## src/rtl/cpu_pkg.sv

```systemverilog
// cpu_pkg: constants and types shared by the program memory and the program
// counter. DEPTH-1 is the program-counter wrap point, so both blocks must
// agree on it.
package cpu_pkg;

    localparam int unsigned DATA_WIDTH = 16;   // instruction word width
    localparam int unsigned DEPTH      = 128;  // instruction words in the store
    localparam int unsigned ADDR_WIDTH = 8;    // fetch / program-counter width

    // Word returned for fetches outside the program store.
    localparam logic [DATA_WIDTH-1:0] NOP = '0;

    typedef enum logic {
        IDLE,
        LOAD
    } pm_state_t;

endpackage

```

## src/rtl/program_ram.sv

```systemverilog
// program_ram: single-port synchronous RAM, DEPTH x DATA_WIDTH.
//   clock : rising-edge clock
//   we    : write enable, stores wdata at addr
//   re    : read enable, captures mem[addr] into rdata
//   addr  : shared read/write address
//   wdata : write data
//   rdata : registered read data, holds when re is low
// No reset on the array or the read register: contents are undefined until
// a program has been loaded.
module program_ram #(
    parameter int unsigned DATA_WIDTH = 16,
    parameter int unsigned DEPTH      = 128,
    parameter int unsigned AW         = 7
) (
    input  logic                  clock,
    input  logic                  we,
    input  logic                  re,
    input  logic [AW-1:0]         addr,
    input  logic [DATA_WIDTH-1:0] wdata,
    output logic [DATA_WIDTH-1:0] rdata
);

    logic [DATA_WIDTH-1:0] mem [DEPTH];

    always_ff @(posedge clock) begin
        if (we) begin
            mem[addr] <= wdata;
        end else if (re) begin
            rdata <= mem[addr];
        end
    end

endmodule

```

## src/rtl/program_memory.sv

```systemverilog
// program_memory: instruction store that is streamed a program, then answers
// program-counter fetches with a one-cycle registered response.
//   clock, reset      : rising-edge clock, asynchronous active-high reset
//   fetch_req         : fetch request (ignored while busy)
//   fetch_address     : requested address
//   instruction       : fetched word (NOP for out-of-range), holds between responses
//   instruction_valid : one-cycle response strobe
//   addr_error        : with instruction_valid when fetch_address >= DEPTH
//   load_start        : start a load at address 0 (idle only)
//   load_valid        : load_data is a beat this cycle
//   load_data         : word to store
//   load_last         : marks the final beat
//   busy              : high while loading
//   load_done         : one-cycle pulse after the final beat
//   word_count        : words written by the last completed load
module program_memory
    import cpu_pkg::*;
#(
    parameter int unsigned DATA_WIDTH = cpu_pkg::DATA_WIDTH,
    parameter int unsigned DEPTH      = cpu_pkg::DEPTH,
    parameter int unsigned ADDR_WIDTH = cpu_pkg::ADDR_WIDTH
) (
    input  logic                  clock,
    input  logic                  reset,
    input  logic                  fetch_req,
    input  logic [ADDR_WIDTH-1:0] fetch_address,
    output logic [DATA_WIDTH-1:0] instruction,
    output logic                  instruction_valid,
    output logic                  addr_error,
    input  logic                  load_start,
    input  logic                  load_valid,
    input  logic [DATA_WIDTH-1:0] load_data,
    input  logic                  load_last,
    output logic                  busy,
    output logic                  load_done,
    output logic [ADDR_WIDTH-1:0] word_count
);

    localparam int unsigned RAM_AW = $clog2(DEPTH);
    localparam logic [ADDR_WIDTH:0]   DEPTH_CMP = (ADDR_WIDTH + 1)'(DEPTH);
    localparam logic [RAM_AW-1:0]     LAST_PTR  = RAM_AW'(DEPTH - 1);
    localparam logic [DATA_WIDTH-1:0] NOP_WORD  = DATA_WIDTH'(NOP);

    pm_state_t state_q, state_d;

    logic [RAM_AW-1:0]     pointer;
    logic [RAM_AW-1:0]     ram_addr;
    logic [DATA_WIDTH-1:0] ram_rdata;
    logic                  ram_we;
    logic                  ram_re;
    logic                  fetch_accept;
    logic                  in_range;
    logic                  final_beat;
    logic                  nop_sel;

    // ------------------------------------------------------------------
    // FSM
    // ------------------------------------------------------------------
    always_ff @(posedge clock or posedge reset) begin
        if (reset) begin
            state_q <= IDLE;
        end else begin
            state_q <= state_d;
        end
    end

    always_comb begin
        state_d      = state_q;
        fetch_accept = 1'b0;
        ram_we       = 1'b0;
        final_beat   = 1'b0;
        ram_addr     = fetch_address[RAM_AW-1:0];
        in_range     = ({1'b0, fetch_address} < DEPTH_CMP);
        unique case (state_q)
            IDLE: begin
                fetch_accept = fetch_req;
                if (load_start) begin
                    state_d = LOAD;
                end
            end
            LOAD: begin
                ram_addr = pointer;
                ram_we   = load_valid;
                // A beat at the last address ends the load even without
                // load_last, so the pointer never wraps.
                final_beat = load_valid && (load_last || (pointer == LAST_PTR));
                if (final_beat) begin
                    state_d = IDLE;
                end
            end
            default: state_d = IDLE;
        endcase
    end

    assign ram_re = fetch_accept && in_range;
    assign busy   = (state_q == LOAD);

    // ------------------------------------------------------------------
    // Load pointer, completion and fetch response registers
    // ------------------------------------------------------------------
    always_ff @(posedge clock or posedge reset) begin
        if (reset) begin
            pointer           <= '0;
            load_done         <= 1'b0;
            word_count        <= '0;
            instruction_valid <= 1'b0;
            addr_error        <= 1'b0;
            nop_sel           <= 1'b1;
        end else begin
            if ((state_q == IDLE) && load_start) begin
                pointer <= '0;
            end else if (ram_we) begin
                pointer <= pointer + 1'b1;
            end

            load_done <= final_beat;
            if (final_beat) begin
                word_count <= ADDR_WIDTH'(pointer) + ADDR_WIDTH'(1);
            end

            instruction_valid <= fetch_accept;
            addr_error        <= fetch_accept && !in_range;
            if (fetch_accept) begin
                nop_sel <= !in_range;
            end
        end
    end

    // The RAM read register only updates on in-range fetches, so the output
    // holds naturally; nop_sel masks it to NOP after reset and after an
    // out-of-range fetch instead of adding a second data register.
    assign instruction = nop_sel ? NOP_WORD : ram_rdata;

    program_ram #(
        .DATA_WIDTH (DATA_WIDTH),
        .DEPTH      (DEPTH),
        .AW         (RAM_AW)
    ) u_ram (
        .clock (clock),
        .we    (ram_we),
        .re    (ram_re),
        .addr  (ram_addr),
        .wdata (load_data),
        .rdata (ram_rdata)
    );

endmodule
```

## config.mk

```make
export PLATFORM = sky130hd
export DESIGN_NAME = program_memory
export DESIGN_NICKNAME = d
export VERILOG_FILES = /design/src/rtl/cpu_pkg.sv /design/src/rtl/program_ram.sv /design/src/rtl/program_memory.sv
export SDC_FILE = /design/constraint.sdc
export NUM_CORES = 2
export LEC_CHECK = 0
export ABC_CLOCK_PERIOD_IN_PS = 4200
export CORE_MARGIN = 10
export CORE_UTILIZATION = 39
export CTS_CLUSTER_DIAMETER = 80
export DETAILED_ROUTE_END_ITERATION = 12
export PLACE_DENSITY = 0.53
export SLEW_MARGIN = 20
export SYNTH_ARGS = -nofsm -noshare
export SYNTH_HDL_FRONTEND = slang
export SYNTH_HIERARCHICAL = 1
export SYNTH_SLANG_ARGS = --single-unit
```

## constraint.sdc

```tcl
create_clock -name clock -period 4.2 [get_ports clock]
set_input_delay 1.26 -clock clock [delete_from_list [all_inputs] [get_ports clock]]
set_output_delay 1.26 -clock clock [all_outputs]
set_load 0.01 [all_outputs]
```

==> flow_summary.ini <==
[synthesis]
synthArstFlopShare_pct = 0.960
yosys-top-cells-count = 2064 x edfxtp_1, 397 x a22oi_1, 256 x a21oi_1, 231 x nor2_1, 204 x a221oi_1
yosysTopAreaCell = edfxtp_1
synth_top_area_share_pct = 75.9
ys.warnings.count = 6
synth_edf_count = 2064
ys_top_cells_by_area = edfxtp_1 76%, a22oi_1 3.6%, mux2_2 2.3%, a221oi_1 2.2%, mux2i_1 2.0%
synthFlopType = edfxtp_1
avgSynthCellArea_um2 = 16.7
yosys.cell_types.count = 84
syn_inst = 4892
synth.most_common_cell = edfxtp_1
synth_fp_nets = 4923
syn-cell-area_um2 = 81700
synth-seq-cells = 2084
ys_seq_area_share_pct = 76.5

[global_routing]
grt_pass1_wl_um = 388000
grt_use_met1_pct = 33.8
use_met2_pct = 36.0
antenna_found_initial = 9
grt_max_degree = 93
top_usage_layer = met2
grt_use_met3_pct = 4.29
track_usage_pct = 23.5
gr-total-overflow = 0
grt_pass1_vias = 49400

[setup_path]
crit_type = flop to primary output
regToRegSetupSlack_ns = 0.09
rr_startpoint = busy$_DFF_PP0_
r2r-end = u_ram/rdata[12]$_DFFE_PP_
critPathRequiredTime_ns = 2.94
critPathTopFamily = simple AND/OR/NAND/NOR gates
path_max_fanout = 17
worst_path_largest_cell_delay_ns = 0.76
cp_cell_sequence = nor2b_1 > clkdlybuf4s50_1
setup.worst_path.start_class = flop
crit_buf_inv = 1
critical-path-slowest-cell = nor2b_1
rr_worst_depth = 10
worstSetupEndpointType = primary output
cp_data_arrival_time_ns = 2.95

[floorplanning]
core_um2 = 208000
fp.dieW_um = 478
die_h_um = 478
rows = 167
initial_utilization_pct = 39.3
die_area_um2 = 228000
io_pins = 58

[clock_network]
path_clk_slew_ns = 0.06
cts_sinks = 2084
cts_tree = done
numCtsBuffers = 211
ctsRootBufferMaster = clkbuf_16
hold_buffers = 0
cts_buffer_depth = 3
cts_resized = 3
cts_htree_levels = 4
post_cts.repair.setup_buffers = 0
clk_latency_ns = 0.87

[sta]
max_clock_freq_mhz = 237
rsz0062_at_grt = false
setup_viol = 1
min_period_ns = 4.21
skew_ns = 0.0374
relSlewSlack_pct = 33.1
maxSlewViolCount = 0
worst_slew_pin_slew_ns = 0.991
fin_hold_ws_ns = 0.505
fin_ws_ns = -0.0148
final-hold-violation-count = 0
finalCritPeriodShare_pct = 100

[placed_design]
place.gp.congestion = 0.896
io_buffers = 57
numPlacedInstances = 8151
dp_hpwl_um = 184000

[worst_hold_path]
hold_path.class = flop to flop
hp-start = word_count[1]$_DFFE_PP0P_
min_path_cells = 1
holdPathEnd = word_count[1]$_DFFE_PP0P_

[power_and_ir_drop]
power_density_nw_per_um2 = 574
ir_drop_v = 0.000545
p_leak_uw = 0.0322

[routing]
vias_per_cell = 6.02
wirelength_um = 277000
drc = 0
wire_per_inst_um = 32.4
dr.first_iter.drc_count = 6980
num_vias = 51500
first_pass_iters = 6
antenna_left = 0

[final_layout]
area_delta_synth_final_pct = 21.9
seq_area_um2 = 62500
drive_above_1_share_pct = 23.3
multiInputGateArea_um2 = 17400
instances_no_fill = 8551
nNetsFinal = 5608
num-fill-cells = 17700

[run_status]
failed_checks = negative setup slack
outcome = finished with violations

[job]
maxCapViolCount = 0
-- metal layers --
layer  vias up  part of all wire [%]
li1      21500                     -
met1     27000                    43
met2      2527                    45
met3       424                   8.6
met4         4                   3.5
met5         -                0.0083
-- power breakdown --
group          internal [µW]  switching [µW]
combinational           6080            9820
clock                   9940            8100
sequential             23100             100
total                  39100           18000
-- worst max-delay path by stage --
stage                     cells after the start  slack (ns)                          to           startpoint
after CTS                                     2        0.06             instruction[12]  nop_sel$_DFFE_PP1N_
after global placement                       11       -0.66   u_ram/rdata[14]$_DFFE_PP_     fetch_address[0]
after detailed placement                     11       -0.62   u_ram/rdata[14]$_DFFE_PP_     fetch_address[0]
after global routing                         10        0.09   u_ram/rdata[12]$_DFFE_PP_       busy$_DFF_PP0_
after floorplan                               9       -0.05  u_ram/mem[75][0]$_DFFE_PP_     fetch_address[2]
final                                         2       -0.01             instruction[12]  nop_sel$_DFFE_PP1N_
-- registers in the layout, indices dropped and copies added, names as in the netlist --
| register | flops |
|---|---|
| busy | 1 |
| u_ram/mem | 2048 |
| load_done | 1 |
| nop_sel | 1 |
| pointer | 7 |
| u_ram/rdata | 16 |
| addr_error | 1 |
| word_count | 8 |
| instruction_valid | 1 |
-- area by class of cell --
class | count | share of cell area, %
Inverter | 14 | 0.0641
Sequential cell | 2084 | 62.8
Timing Repair Buffer | 862 | 9.60
Clock inverter | 133 | 1.13
Clock buffer | 259 | 5.48
Tap cell | 2788 | 3.50
Multi-Input combinational cell | 2404 | 17.4
Antenna cell | 7 | 0.0176
-- cells by family (layout without fill, tap and decap cells) --
| kind of cell | Yosys count | count (layout) | synth area share (%) |
|---|---|---|---|
| mux | 346 | 346 | 4.66 |
| xor+xnor | 6 | 6 | 0.0643 |
| buf+inv | 404 | 1268 | 2.52 |
| compound gates | 1525 | 1525 | 13.3 |
| fa+ha+maj | 1 | 1 | 0.0153 |
| other cells | 0 | 7 | 0 |
| flops | 2084 | 2084 | 76.5 |
| simple gates | 526 | 526 | 2.95 |
-- worst register-to-register path: cells and delay by family, from the launching register on --
family,cells,cell delay (ns)
flops,1,0.71
mux,1,0.56
compound gates,5,1.62
simple gates,1,0.27
buf+inv,3,0.70
-- metrics by stage --
stage	setup WS [ns]	total power (µW)	instance area, µm²	utilization, %	setup TNS [ns]
floorplan	-0.0535	30900	81700	-	-7.71
global placement	-0.655	39200	92900	44.7	-31.12
detailed placement	-0.624	39300	92900	44.7	-27.54
CTS	0.0597	57100	99500	47.9	0
global route	0.0882	58900	99500	47.9	0
finish	-0.0148	57100	99500	47.9	-0.0148
-- cell usage in the layout (no fill, tap or decap), types with 11 or more instances in the layout --
| cell type | n |
|---|---|
| o221ai_1 | 54 |
| a221oi_1 | 204 |
| a211o_1 | 19 |
| o22a_1 | 16 |
| o22ai_1 | 107 |
| and3_1 | 12 |
| clkbuf_16 | 211 |
| nor2_1 | 221 |
| clkinv_2 | 40 |
| o21ai_0 | 180 |
| a21o_1 | 20 |
| mux2i_1 | 161 |
| dfrtp_1 | 19 |
| clkbuf_1 | 48 |
| buf_12 | 237 |
| nor3_1 | 17 |
| clkinv_1 | 67 |
| clkdlybuf4s50_1 | 41 |
| a22o_1 | 23 |
| buf_4 | 583 |
| mux2_2 | 165 |
| a22oi_1 | 397 |
| a21oi_1 | 256 |
| a211oi_1 | 65 |
| nand3_1 | 21 |
| o32ai_1 | 21 |
| nand2_1 | 114 |
| a221o_1 | 11 |
| edfxtp_1 | 2064 |
| nor2b_1 | 60 |
| a31oi_1 | 23 |
| bufinv_16 | 11 |
Note: power is estimated with default switching activity, not from simulation.
